## src/rtl/pipe_stage_latch.sv

```systemverilog
// Valid/ready pipeline stage register with flush and NOP bubble on empty.
// Define PIPE_STAGE_SKID_EN for a two-entry skid buffer with a registered in_ready.
module pipe_stage_latch #(
  parameter int              DATA_W = 32,
  parameter int              IR_W   = 32,
  parameter int              FLAG_W = 2,
  parameter logic [IR_W-1:0] NOP    = {IR_W{1'b0}}
) (
  input  logic              clock,
  input  logic              reset,
  input  logic              flush,
  input  logic              in_valid,
  output logic              in_ready,
  input  logic [DATA_W-1:0] in_p,
  input  logic [IR_W-1:0]   in_ir,
  input  logic [FLAG_W-1:0] in_flags,
  output logic              out_valid,
  input  logic              out_ready,
  output logic [DATA_W-1:0] out_p,
  output logic [IR_W-1:0]   out_ir,
  output logic [FLAG_W-1:0] out_flags,
  output logic [1:0]        occupancy
);

`ifdef PIPE_STAGE_SKID_EN
  typedef enum logic [1:0] {EMPTY = 2'd0, ONE = 2'd1, TWO = 2'd2} state_t;
`else
  typedef enum logic [1:0] {EMPTY = 2'd0, ONE = 2'd1} state_t;
`endif

  state_t state, state_nxt;

  logic              in_fire, out_fire;
  logic              load_head;
  logic [DATA_W-1:0] head_data_p0;
  logic [IR_W-1:0]   head_ir_p0;
  logic [FLAG_W-1:0] head_flags_p0;

`ifdef PIPE_STAGE_SKID_EN
  logic              load_skid, shift_skid;
  logic [DATA_W-1:0] skid_data_p1;
  logic [IR_W-1:0]   skid_ir_p1;
  logic [FLAG_W-1:0] skid_flags_p1;

  // in_ready decodes only the state register, so out_ready never reaches it
  assign in_ready = !reset && (state != TWO);
`else
  assign in_ready = !reset && (!out_valid || out_ready);
`endif

  assign out_valid = (state != EMPTY);
  assign in_fire   = in_valid && in_ready;
  assign out_fire  = out_valid && out_ready;
  assign occupancy = state;

  always_ff @(posedge clock) begin
    if (reset) begin
      state <= EMPTY;
    end else begin
      state <= state_nxt;
    end
  end

  always_comb begin
    state_nxt  = state;
    load_head  = 1'b0;
`ifdef PIPE_STAGE_SKID_EN
    load_skid  = 1'b0;
    shift_skid = 1'b0;
`endif
    if (flush) begin
      state_nxt = EMPTY;
    end else begin
      case (state)
        EMPTY: begin
          if (in_fire) begin
            state_nxt = ONE;
            load_head = 1'b1;
          end
        end
        ONE: begin
`ifdef PIPE_STAGE_SKID_EN
          if (in_fire && out_fire) begin
            load_head = 1'b1;
          end else if (in_fire) begin
            state_nxt = TWO;
            load_skid = 1'b1;
          end else if (out_fire) begin
            state_nxt = EMPTY;
          end
`else
          if (in_fire) begin
            load_head = 1'b1;
          end else if (out_fire) begin
            state_nxt = EMPTY;
          end
`endif
        end
`ifdef PIPE_STAGE_SKID_EN
        TWO: begin
          if (out_fire) begin
            state_nxt  = ONE;
            shift_skid = 1'b1;
          end
        end
`endif
        default: state_nxt = EMPTY;
      endcase
    end
  end

  // stage p0: head register, the entry presented downstream
  always_ff @(posedge clock) begin
    if (load_head) begin
      head_data_p0  <= in_p;
      head_ir_p0    <= in_ir;
      head_flags_p0 <= in_flags;
`ifdef PIPE_STAGE_SKID_EN
    end else if (shift_skid) begin
      head_data_p0  <= skid_data_p1;
      head_ir_p0    <= skid_ir_p1;
      head_flags_p0 <= skid_flags_p1;
`endif
    end
  end

`ifdef PIPE_STAGE_SKID_EN
  // stage p1: skid register, parks the entry accepted while the head stalls
  always_ff @(posedge clock) begin
    if (load_skid) begin
      skid_data_p1  <= in_p;
      skid_ir_p1    <= in_ir;
      skid_flags_p1 <= in_flags;
    end
  end
`endif

  assign out_p     = out_valid ? head_data_p0  : {DATA_W{1'b0}};
  assign out_ir    = out_valid ? head_ir_p0    : NOP;
  assign out_flags = out_valid ? head_flags_p0 : {FLAG_W{1'b0}};

endmodule

```

## config.mk

```make
export PLATFORM = sky130hd
export DESIGN_NAME = pipe_stage_latch
export DESIGN_NICKNAME = d
export VERILOG_FILES = /design/src/rtl/pipe_stage_latch.sv
export SDC_FILE = /design/constraint.sdc
export NUM_CORES = 1
export LEC_CHECK = 0
export BUFFER_PORTS_ARGS = -buffer_cell sky130_fd_sc_hd__buf_2
export CAP_MARGIN = 20
export CORE_MARGIN = 10
export CORE_UTILIZATION = 47
export CTS_CLUSTER_SIZE = 25
export DETAILED_ROUTE_END_ITERATION = 8
export PLACE_DENSITY_LB_ADDON = 0.25
export SLEW_MARGIN = 30
export SYNTH_ARGS = -nofsm -noshare
export SYNTH_HDL_FRONTEND = slang
export SYNTH_SLANG_ARGS = --single-unit
```

## constraint.sdc

```tcl
create_clock -name clock -period 5.6 [get_ports clock]
set_clock_uncertainty 0.1 [all_clocks]
set_input_delay 0.56 -clock clock [delete_from_list [all_inputs] [get_ports clock]]
set_output_delay 0.56 -clock clock [all_outputs]
set_load 0.01 [all_outputs]
```

==> results.md, run 1 <==
Timing:
- Adding up every negative setup slack in the final design gives 0 ns.
- The max-slew headroom at the worst pin is 46.0%.
- The hold violation count in the final report is 0.
- Static timing analysis puts the maximum clock frequency at 478 MHz.
- The final critical path takes up 37.3% of the cycle.
- The count of final setup violators is 0.
- The slack of the critical path is 3.51 ns.
- The transition time of the tightest slew-check pin is 0.809 ns.
- Setup repair after global routing left no endpoint under its margin.
- The max-slew violation count came to 0.
- The final period demand of the worst path is 2.09 ns.

Finish:
- The number of antenna diodes in the final layout is 0.
- The most common cell after layout, fill and taps aside is sky130_fd_sc_hd__buf_2.
- Cells with a size suffix above 1 make up 53.0% of the layout.
- Leaving out filler cells and counting taps, the final layout contains 366.
- In the final design database the tool counted 362 nets.
- The top cell types in the final layout, fill and taps aside, are sky130_fd_sc_hd__buf_2 (139), sky130_fd_sc_hd__and2_1 (66), sky130_fd_sc_hd__edfxtp_1 (66), sky130_fd_sc_hd__clkbuf_8 (13).
- Fill cells in the final layout number 402.
- The layout-stage area growth over the synthesis result is 38.6%.

Placement:
- The setup slack after placement is 3.49 ns.
- The count of buffers inserted at the top-level ports is 139.
- Routability-driven placement finished with a final weighted congestion of 0.703.
- Summed over all nets, the half-perimeter wirelength after detailed placement is 4390 um.
- The total placed cells including tap cells is 350.

Drt:
- Summed over all layers, the routed wires come to 5770 um.
- In the routed design, unresolved DRC markers number 0.
- Summing over every cut layer, the via total after detailed routing is 1620.
- In the final routed layout, each cell accounts on average for 15.8 um.
- The first detailed-routing pass ran for 4 iterations.
- The number of antenna-violating nets in the routed design is 0.
- The average vias per placed instance is 4.43.
- The iteration-0 DRC count of the detailed router is 66.

Logic synthesis:
- Each instance of the synthesized netlist takes up on average 16.9 sq um.
- The flip-flop and latch count after synthesis is 67.
- The count of warnings emitted by yosys is 0.
- The number of library cell types mapped by synthesis is 11.
- The fraction of the yosys area taken by sequential cells is 79.9%.
- The synthesized instance count is 148.
- The number of nets handed over by synthesis was 219.
- The cell area that synthesis handed to floorplanning was 2500 sq um.

Setup path:
- Traced cell by cell, the critical path runs through buf_4 > and2_1 > buf_2.
- Data on the critical path arrives at its endpoint at 1.43 ns.
- Along the worst path, the maximum fanout reaches 68.
- The worst setup path is launched from a flop.
- The start point of the critical path is occupancy[0].
- The required time of the worst setup path is 4.94 ns.
- On the critical path, the stage with the largest delay is an instance of sky130_fd_sc_hd__buf_4.
- STA classifies the critical path endpoint as an output port.
- The critical path class is reg2out.
- The start of the worst register-to-register path is occupancy[0].
- The delay of the slowest cell on the worst path is 0.41 ns.

Global route:
- The initial antenna violation count is 0.
- The total overflow reported by the global router is 0.
- The overall global routing resource usage is 13.2%.
- The global-route wire length before repair is 8850 um.
- Entering global routing, the biggest net connects 69 pins.
- The number of global-route vias before repair was 1775.

Die:
- 141 I/O pins were placed.
- After floorplanning, the core was divided into 26 placement rows.
- The die area is 8650 sq um.
- The region available for standard cell placement spans 5140 sq um.
- The floorplan step set the die height to 93.0 um.
- The effective utilization at floorplan is 48.7%.
- Measured along the x axis, the die boundary spans 93.0 um.

Clocking:
- The total number of H-tree levels is 3.
- The post-CTS repair timing setup buffer count is 0.
- The clock insertion delay at the later pin of the skew report is 0.31 ns.
- Counting the buffers created by CTS gives 9.
- TritonCTS built the clock tree.
- After clock tree synthesis, the clock-pin slew on the worst setup and hold paths is 0.07 ns.
- Clock tree synthesis selected as its root buffer the cell sky130_fd_sc_hd__clkbuf_8.
- The number of instances resized during post-cts repair is 0.
- The count of hold buffers inserted by post-cts repair is 0.
- Counting along the longest clock path gives a buffer depth of 2.
- The count of clock tree sinks is 67.

Power and ir drop:
- The static power due to leakage is 0.00159 uW.
- Dividing total power by cell area gives a power density of 302 nW/um^2.
- The worst-case IR drop observed on VDD is 0.000193 V.

Status:
- The run finished with clean final reports.

Worst hold path:
- The source of the worst hold timing path is in_ir[19].
- The path type of the worst min-delay path is in2reg.

Flow run:
- The reported max-cap violation count is 0.
synth_stat cells (all sizes together):
cell	count	area [sq um]
o21a	1	7.51
clkbuf	3	11.3
conb	1	3.75
and3b	1	8.76
nor2	2	7.51
dfxtp	1	20.0
and2	66	413
edfxtp	66	1980
buf	6	37.5
nor2b	1	13.8
power breakdown:
group          internal (uW)  leakage (uW)  total, uW  switching, uW
Clock                    255      0.000110        412            157
Sequential               568      0.000614        571           2.52
Combinational           32.5      0.000867       65.6           33.1
final timing paths:
path / endpoint / slack (ns) / cells after the start
worst max-delay path: out_p[17] / 3.51 / 3
worst min-delay path: head_ir_p0[19] / 0.31 / 1
worst max register to register: head_data_p0[31] / 3.80 / 3
worst min register to register: occupancy[0] / 0.54 / 2
cell families after synthesis:
logic type,Yosys count,share of synthesized area [%]
buffers and inverters,9,1.95
AO/OA/AOI/OAI,1,0.300
AND/OR/NAND/NOR,70,17.7
flip-flops,67,79.9
other,1,0.150
metal layers:
metal / share of wire (%) / wire length (um) / global-route usage, % / up-vias
li1: - / - / - / 792
met1: 35 / 2040 / 13.0 / 735
met2: 52 / 3000 / 22.7 / 83
met3: 11 / 624 / 6.71 / 10
met4: 1.8 / 106 / 6.43 / 0
met5: 0 / 0 / 0 / -
critical path: cells and delay by family (launching register included):
family        cells  cell delay (ns)
buf+inv           2             0.54
flops             1             0.34
simple gates      1             0.21
registers in the layout (all words and copies together), names as in the netlist:
register       count
occupancy          1
head_data_p0      32
head_ir_p0        32
head_flags_p0      2
per-stage QoR:
step           util (%)  instance area, sq um  hold WS (ns)  total power, uW
2_1_floorplan         -                  2500         0.559              608
3_3_place_gp       63.3                  3260         0.499              646
3_5_place_dp       63.3                  3260         0.550              649
4_1_cts            67.6                  3470         0.293             1060
5_1_grt            67.6                  3470         0.283             1090
6_report           67.6                  3470         0.307             1050
final cells by class:
cell class                 count  area (sq um)  area share [%]
sequential                    67          2000            57.7
timing repair buffer         141           711            20.5
multi-input combinational     72           455            13.1
clock buffer                  15           186            5.37
tap                           70          87.6            2.52
clock inverter                 1          30.0           0.865
Note: power is estimated with default switching activity, not from simulation.
==> inputs of run 2 (changes only) <==
Settings changed: CORE_UTILIZATION 47 to 39.
Clock period 5.6 ns to 1.79 ns, I/O delays scaled along.
==> run 2 against run 1 <==
Wire length is 26% higher; non-clock buffer count is 68 higher; design area is 19% higher; power grew to 3.0 times the previous value; count of clock-buffer cells in the layout is 4 lower; largest power group unchanged.
==> results.md, run 2 (same netlist as run 1, synthesis figures left out) <==
Clocking:
- The count of clock tree sinks is 67 (unchanged).
- The CTS tree is built (unchanged).
- The number of CTS-inserted buffers is 9 (unchanged).
- The total number of H-tree levels is 3 (unchanged).
- The clock-pin transition on the worst setup and hold timing paths is 0.06 ns (was 0.07 ns).
- The cell at the root of the clock tree is sky130_fd_sc_hd__clkbuf_8 (unchanged).
- The clock insertion delay at the later pin of the skew report is 0.32 ns (was 0.31 ns).
- The maximum buffer depth of the clock tree is 2 (unchanged).

Placement:
- The global placer's final weighted congestion came to 0.661 (was 0.703).
- The cell area after placement is 3280 sq um (was 3260 sq um).
- The count of buffers inserted at the top-level ports came to 139 (unchanged).

Global route:
- The global-route wire length before repair is 11300 um (was 8850 um).
- The total overflow reported by the global router is 0 (unchanged).
- The number of global-route vias before repair is 2164 (was 1775).
- The overall global routing resource usage is 14.4% (was 13.2%).
- The initial antenna violation count is 1 (was 0).
- The pin count of the biggest net entering global routing is 69 (unchanged).

Drt:
- The number of antenna-violating nets in the routed design is 0 (unchanged).
- The total number of vias is 1895 (was 1620).
- The detail-routed net length per standard cell is 16.4 um (was 15.8 um).
- The average vias per placed instance came to 4.30 (was 4.43).
- The number of remaining DRC errors is 0 (unchanged).
- The iteration-0 DRC count of the detailed router is 51 (was 66).
- The detailed-router iteration count before antenna repair is 4 (unchanged).
- The wire length after detailed routing is 7250 um (was 5770 um).

Die:
- The core area is 6280 sq um (was 5140 sq um).
- The die area is 10000 sq um (was 8650 sq um).
- The x dimension of the die is 100 um (was 93.0 um).
- The number of placed I/O pins came to 141 (unchanged).
- The number of rows in the core area is 29 (was 26).
- The effective utilization at floorplan came to 39.9% (was 48.7%).
- The height of the chip is 100 um (was 93.0 um).

Finish:
- Most frequent cells in the layout: sky130_fd_sc_hd__buf_2 (139), sky130_fd_sc_hd__dlygate4sd3_1 (68), sky130_fd_sc_hd__and2_1 (66), sky130_fd_sc_hd__edfxtp_1 (66), sky130_fd_sc_hd__clkbuf_8 (9) (was sky130_fd_sc_hd__buf_2 (139), sky130_fd_sc_hd__and2_1 (66), sky130_fd_sc_hd__edfxtp_1 (66), sky130_fd_sc_hd__clkbuf_8 (13)).
- The cell area after layout is 4120 sq um (was 3470 sq um).
- The net count reported at finish came to 430 (was 362).
- The layout-stage area growth over the synthesis result is 64.4% (was 38.6%).
- The number of filler instances in the final layout is 495 (was 402).
- Largest registers ranked by flip-flop count: head_data_p0 x32, head_ir_p0 x32, head_flags_p0 x2 (unchanged).
- The most common cell after layout, fill and taps aside is sky130_fd_sc_hd__buf_2 (unchanged).
- The area used by multi-input combinational logic came to 458 sq um (was 455 sq um).
- The share of final-layout standard cells stronger than drive strength 1 is 43.0% (was 53.0%).
- The share of the core filled with cells is 65.6% (was 67.6%).
- The footprint of the flip-flops and latches is 2000 sq um (about the same).

Setup path:
- The endpoint of the worst setup timing path is out_p[28] (was out_p[17]).
- The start of the worst register-to-register path is occupancy[0] (unchanged).
- The critical path launch point type is a flop (unchanged).
- The data arrival time of the critical path is 1.32 ns (was 1.43 ns).
- The start point of the critical path is occupancy[0] (unchanged).
- The required time of the worst setup path is 1.51 ns (was 4.94 ns).
- The endpoint of the worst-slack reg-to-reg timing path is head_ir_p0[28] (was head_data_p0[31]).
- The largest fanout on the critical path came to 68 (unchanged).
- The critical path endpoint category is an output port (unchanged).
- The internal reg-to-reg setup slack is 0.27 ns (was 3.80 ns).
- The critical path class is reg2out (unchanged).
- The depth of the worst register-to-register path is 3 (unchanged).

Timing:
- RSZ-0062 raised after global routing: no (unchanged).
- Timing would allow up to 624 MHz.
- Dividing the final minimum period by the clock period gives 89.5%.
- The accumulated negative setup slack is 0 ns (unchanged).
- The count of final setup violators came to 0 (unchanged).
- The max-slew violation count came to 0 (unchanged).
- The hold violation count in the final report is 0 (unchanged).
- After layout, the minimum clock period comes to 1.60 ns.

Power and ir drop:
- The static power due to leakage is 0.00185 uW (was 0.00159 uW).
- The maximum ir drop on the vdd rail is 0.000540 V (was 0.000193 V).
- The sequential power share is 57.6% (was 54.4%).
- The combinational power share came to 10.8% (was 6.3%).
- The power share of the clock group is 31.6% (was 39.3%).
- The share of total power consumed by net switching is 20.5% (was 18.4%).
- The internal power was 2460 uW (was 856 uW).
- The switching component of the power was 637 uW (was 193 uW).
- The power density over the cells is 753 nW/um^2 (was 302 nW/um^2).

Flow run:
- The reported max-cap violation count came to 0 (unchanged).

Worst hold path:
- The cell depth of the worst min-delay path is 2 (was 1).
- The path type of the worst min-delay path is in2reg (unchanged).

Status:
- Result of the run: complete, no violations (unchanged).
==> run 2: power by group through the flow <==
stage	combinational (uW)	sequential, uW	clock (uW)
3_5_place_dp	217	1820	0
5_1_grt	366	1790	1080
6_report	335	1790	979
3_3_place_gp	210	1820	0
4_1_cts	333	1790	1020
2_1_floorplan	85.3	1820	0
==> run 2: critical path, stage by stage, from the launching register on <==
cell                      delay [ns]
sky130_fd_sc_hd__dfxtp_2        0.33
sky130_fd_sc_hd__buf_6          0.32
sky130_fd_sc_hd__and2_1         0.20
sky130_fd_sc_hd__buf_2          0.14
==> run 2: layer usage <==
metal / vias to the layer above / wire length, um / GRT usage [%]
met2: 77 / 4010 / 25.7
met4: 0 / 119 / 7.61
met1: 877 / 2480 / 13.5
li1: 929 / - / -
met3: 12 / 641 / 6.59
met5: - / 0 / 0
==> run 2: layout make-up <==
type,count,share of cell area [%]
clock inverters,4,0.456
clock buffers,11,3.19
well taps,77,2.34
repair buffers,209,34.2
multi-input cells,72,11.1
diodes,1,0.0608
flip-flops and latches,67,48.6
==> run 2: what timing repair did <==
| action | CTS | global route |
|---|---|---|
| endpoints found under the hold margin | 67 | 0 |
| hold buffers | 68 | 0 |
| resized for setup | 0 | 1 |
| endpoints found under the setup margin | 0 | 50 |
| setup buffers | 0 | 0 |
==> run 2: how the worst min path moves through the flow <==
stage          startpoint               to
4_1_cts          in_ir[2]    head_ir_p0[2]
2_1_floorplan     in_p[0]  head_data_p0[0]
3_5_place_dp    in_ir[28]   head_ir_p0[28]
5_1_grt          in_ir[6]    head_ir_p0[6]
6_report        in_ir[29]   head_ir_p0[29]
3_3_place_gp    in_ir[29]   head_ir_p0[29]
==> run 2: stage by stage <==
stage / power, uW / worst slack, ns / hold WS [ns] / cells
final: 3100 / 0.189 / 0.467 / 441
after floorplan: 1900 / -0.0544 / 0.178 / 148
after CTS: 3140 / 0.0539 / 0.444 / 440
after detailed placement: 2040 / 0.287 / 0.257 / 357
after global routing: 3230 / 0.0954 / 0.456 / 441
after global placement: 2030 / 0.316 / 0.255 / 357
==> inputs of run 3 (changes only) <==
Settings changed: CELL_PAD_IN_SITES_DETAIL_PLACEMENT set to 0, CELL_PAD_IN_SITES_GLOBAL_PLACEMENT set to 1, CORE_UTILIZATION 39 to 30.
==> run 3 against run 2 <==
Non-clock buffer count unchanged; first-iteration DRC count down 47%; via count down 0.53%; hold slack worse by 0.017 ns; critical path depth unchanged; flip-flop and latch count unchanged; design area up 0.73%; global-route usage down 3.1 points; setup slack better by 0.0055 ns; die area up 24%; core utilization down 15 points; register-to-register slack about the same.
==> results.md, run 3 (same netlist as run 1, synthesis figures left out) <==
Finish:
- The number of diodes is 0 (was 1).
- The layout-stage area growth over the synthesis result is 65.6% (was 64.4%).
- Largest registers ranked by flip-flop count: head_data_p0 x32, head_ir_p0 x32, head_flags_p0 x2 (unchanged).
- The number of filler instances in the final layout is 732 (was 495).
- The share of final-layout standard cells stronger than drive strength 1 was 42.8% (was 43.0%).
- Most frequent cells in the layout: sky130_fd_sc_hd__buf_2 (139), sky130_fd_sc_hd__dlygate4sd3_1 (68), sky130_fd_sc_hd__and2_1 (66), sky130_fd_sc_hd__edfxtp_1 (66), sky130_fd_sc_hd__clkbuf_8 (9) (unchanged).
- The net count reported at finish came to 430 (unchanged).
- The most common cell after layout, fill and taps aside is sky130_fd_sc_hd__buf_2 (unchanged).

Setup path:
- Worst path cell trace: buf_6 > and2_1 > buf_2 (unchanged).
- The critical path endpoint category is an output port (unchanged).
- The largest fanout on the critical path came to 68 (unchanged).
- The data arrival time of the critical path is 1.32 ns (about the same).
- The delay of the slowest cell on the worst path was 0.33 ns (about the same).
- The critical path launch point type is a flop (unchanged).
- The worst path buffer plus inverter count is 2 (unchanged).
- The start point of the critical path is occupancy[0] (unchanged).
- The largest delay contributor family on the critical path is buffers and inverters (unchanged).
- The critical path's slowest cell is sky130_fd_sc_hd__dfxtp_2 (unchanged).
- The required time of the worst setup path is 1.51 ns (about the same).
- The critical path class is reg2out (unchanged).
- The start of the worst register-to-register path is occupancy[0] (unchanged).

Clocking:
- The count of clock tree sinks is 67 (unchanged).
- The clock insertion delay at the later pin of the skew report was 0.32 ns (about the same).
- The CTS tree is built (unchanged).
- The cell at the root of the clock tree is sky130_fd_sc_hd__clkbuf_8 (unchanged).
- The number of CTS-inserted buffers is 9 (unchanged).
- The clock-pin transition on the worst setup and hold timing paths is 0.07 ns (was 0.06 ns).
- The total number of H-tree levels came to 3 (unchanged).
- The maximum buffer depth of the clock tree was 2 (unchanged).

Global route:
- The total overflow reported by the global router is 0 (unchanged).
- The global-route wire length before repair is 11200 um (was 11300 um).
- The number of global-route vias before repair is 2032 (was 2164).
- The initial antenna violation count came to 0 (was 1).
- The overall global routing resource usage is 11.3% (was 14.4%).
- The pin count of the biggest net entering global routing came to 69 (unchanged).

Timing:
- The part of the cycle the worst path needs is 89.2% (was 89.5%).
- The hold violation count in the final report is 0 (unchanged).
- RSZ-0062 raised after global routing: no (unchanged).
- The highest attainable clock frequency came to 627 MHz (was 624 MHz).
- The count of final setup violators is 0 (unchanged).
- The final period demand of the worst path is 1.60 ns (about the same).
- The max-slew violation count is 0 (unchanged).
- The accumulated negative setup slack was 0 ns (unchanged).

Drt:
- The detail-routed net length per standard cell is 15.1 um (was 16.4 um).
- The iteration-0 DRC count of the detailed router is 27 (was 51).
- The total number of vias is 1885 (was 1895).
- The wire length after detailed routing is 7070 um (was 7250 um).
- The average vias per placed instance is 4.04 (was 4.30).
- The number of antenna-violating nets in the routed design is 0 (unchanged).
- The detailed-router iteration count before antenna repair was 4 (unchanged).
- The number of remaining DRC errors came to 0 (unchanged).

Die:
- The height of the chip is 111 um (was 100 um).
- The number of placed I/O pins is 141 (unchanged).
- The effective utilization at floorplan is 30.6% (was 39.9%).
- The number of rows in the core area is 33 (was 29).
- The core area is 8180 sq um (was 6280 sq um).
- The x dimension of the die is 111 um (was 100 um).
- The die area is 12400 sq um (was 10000 sq um).

Status:
- Result of the run: complete, no violations (unchanged).

Power and ir drop:
- The share of total power consumed by net switching is 20.8% (was 20.5%).
- The power share of the clock group is 31.6% (about the same).
- The power density over the cells is 747 nW/um^2 (was 753 nW/um^2).
- The combinational power share is 10.8% (about the same).
- The switching component of the power was 644 uW (was 637 uW).
- The static power due to leakage is 0.00184 uW (was 0.00185 uW).
- The maximum ir drop on the vdd rail is 0.000403 V (was 0.000540 V).
- The internal power is 2450 uW (was 2460 uW).
- The sequential power share is 57.6% (about the same).
- The overall power of the completed layout is 3100 uW (about the same).

Placement:
- The global placer's final weighted congestion came to 0.718 (was 0.661).
- The post-DP HPWL is 4700 um.
- The count of buffers inserted at the top-level ports was 139 (unchanged).

Flow run:
- The reported max-cap violation count is 0 (unchanged).

Worst hold path:
- The path type of the worst min-delay path is in2reg (unchanged).
- The source of the worst hold timing path is in_ir[28] (was in_ir[29]).
## run 3: metal layers
metal  part of all wire, %  global-route usage [%]
met5                     0                       0
met4                   1.1                    3.60
met3                    10                    5.96
met2                    50                    19.0
met1                    38                    12.0
## run 3: worst reg2reg max path: stages, from the launching register on
cell,delay (ns)
sky130_fd_sc_hd__dfxtp_2,0.32
sky130_fd_sc_hd__nor2b_4,0.13
sky130_fd_sc_hd__and3b_4,0.30
sky130_fd_sc_hd__buf_12,0.31
## run 3: power groups by stage
stage	registers, uW	clock network, uW	logic, uW
2_1_floorplan	1820	0	85.3
3_3_place_gp	1820	0	217
3_5_place_dp	1820	0	219
4_1_cts	1780	1040	337
5_1_grt	1790	1120	367
6_report	1780	979	334
## run 3: timing repair
action / 4_1_cts / 5_1_grt
endpoints found under the setup margin: 0 / 66
setup buffers: 0 / 0
resized for setup: 0 / 1
hold endpoints to repair: 67 / 0
hold buffers: 68 / 0
## run 3: layout make-up
cell class              instances  area [sq um]  area share (%)
clock buffers                  10           128            3.08
clock inverters                 4          20.0           0.483
multi-input cells              72           458            11.0
flip-flops and latches         67          2000            48.3
well taps                     105           131            3.17
repair buffers                209          1410            33.9
## run 3: stage by stage
| step | util (%) | cell area [sq um] | hold slack [ns] | cells | setup WS (ns) |
|---|---|---|---|---|---|
| 6_report | 50.7 | 4150 | 0.450 | 467 | 0.194 |
| 5_1_grt | 50.7 | 4150 | 0.431 | 467 | 0.0636 |
| 4_1_cts | 50.7 | 4140 | 0.427 | 467 | 0.00675 |
| 3_5_place_dp | 40.6 | 3320 | 0.257 | 385 | 0.291 |
| 3_3_place_gp | 40.6 | 3320 | 0.255 | 385 | 0.299 |
| 2_1_floorplan | - | 2510 | 0.178 | 148 | -0.0544 |
## run 3: path summary, 6_finish.rpt
path / endpoint / slack [ns] / cells past startpoint
worst max-delay path: out_ir[14] / 0.19 / 3
worst min-delay path: head_ir_p0[28] / 0.45 / 2
worst max register to register: head_ir_p0[22] / 0.27 / 3
worst min register to register: head_data_p0[1] / 1.02 / 3
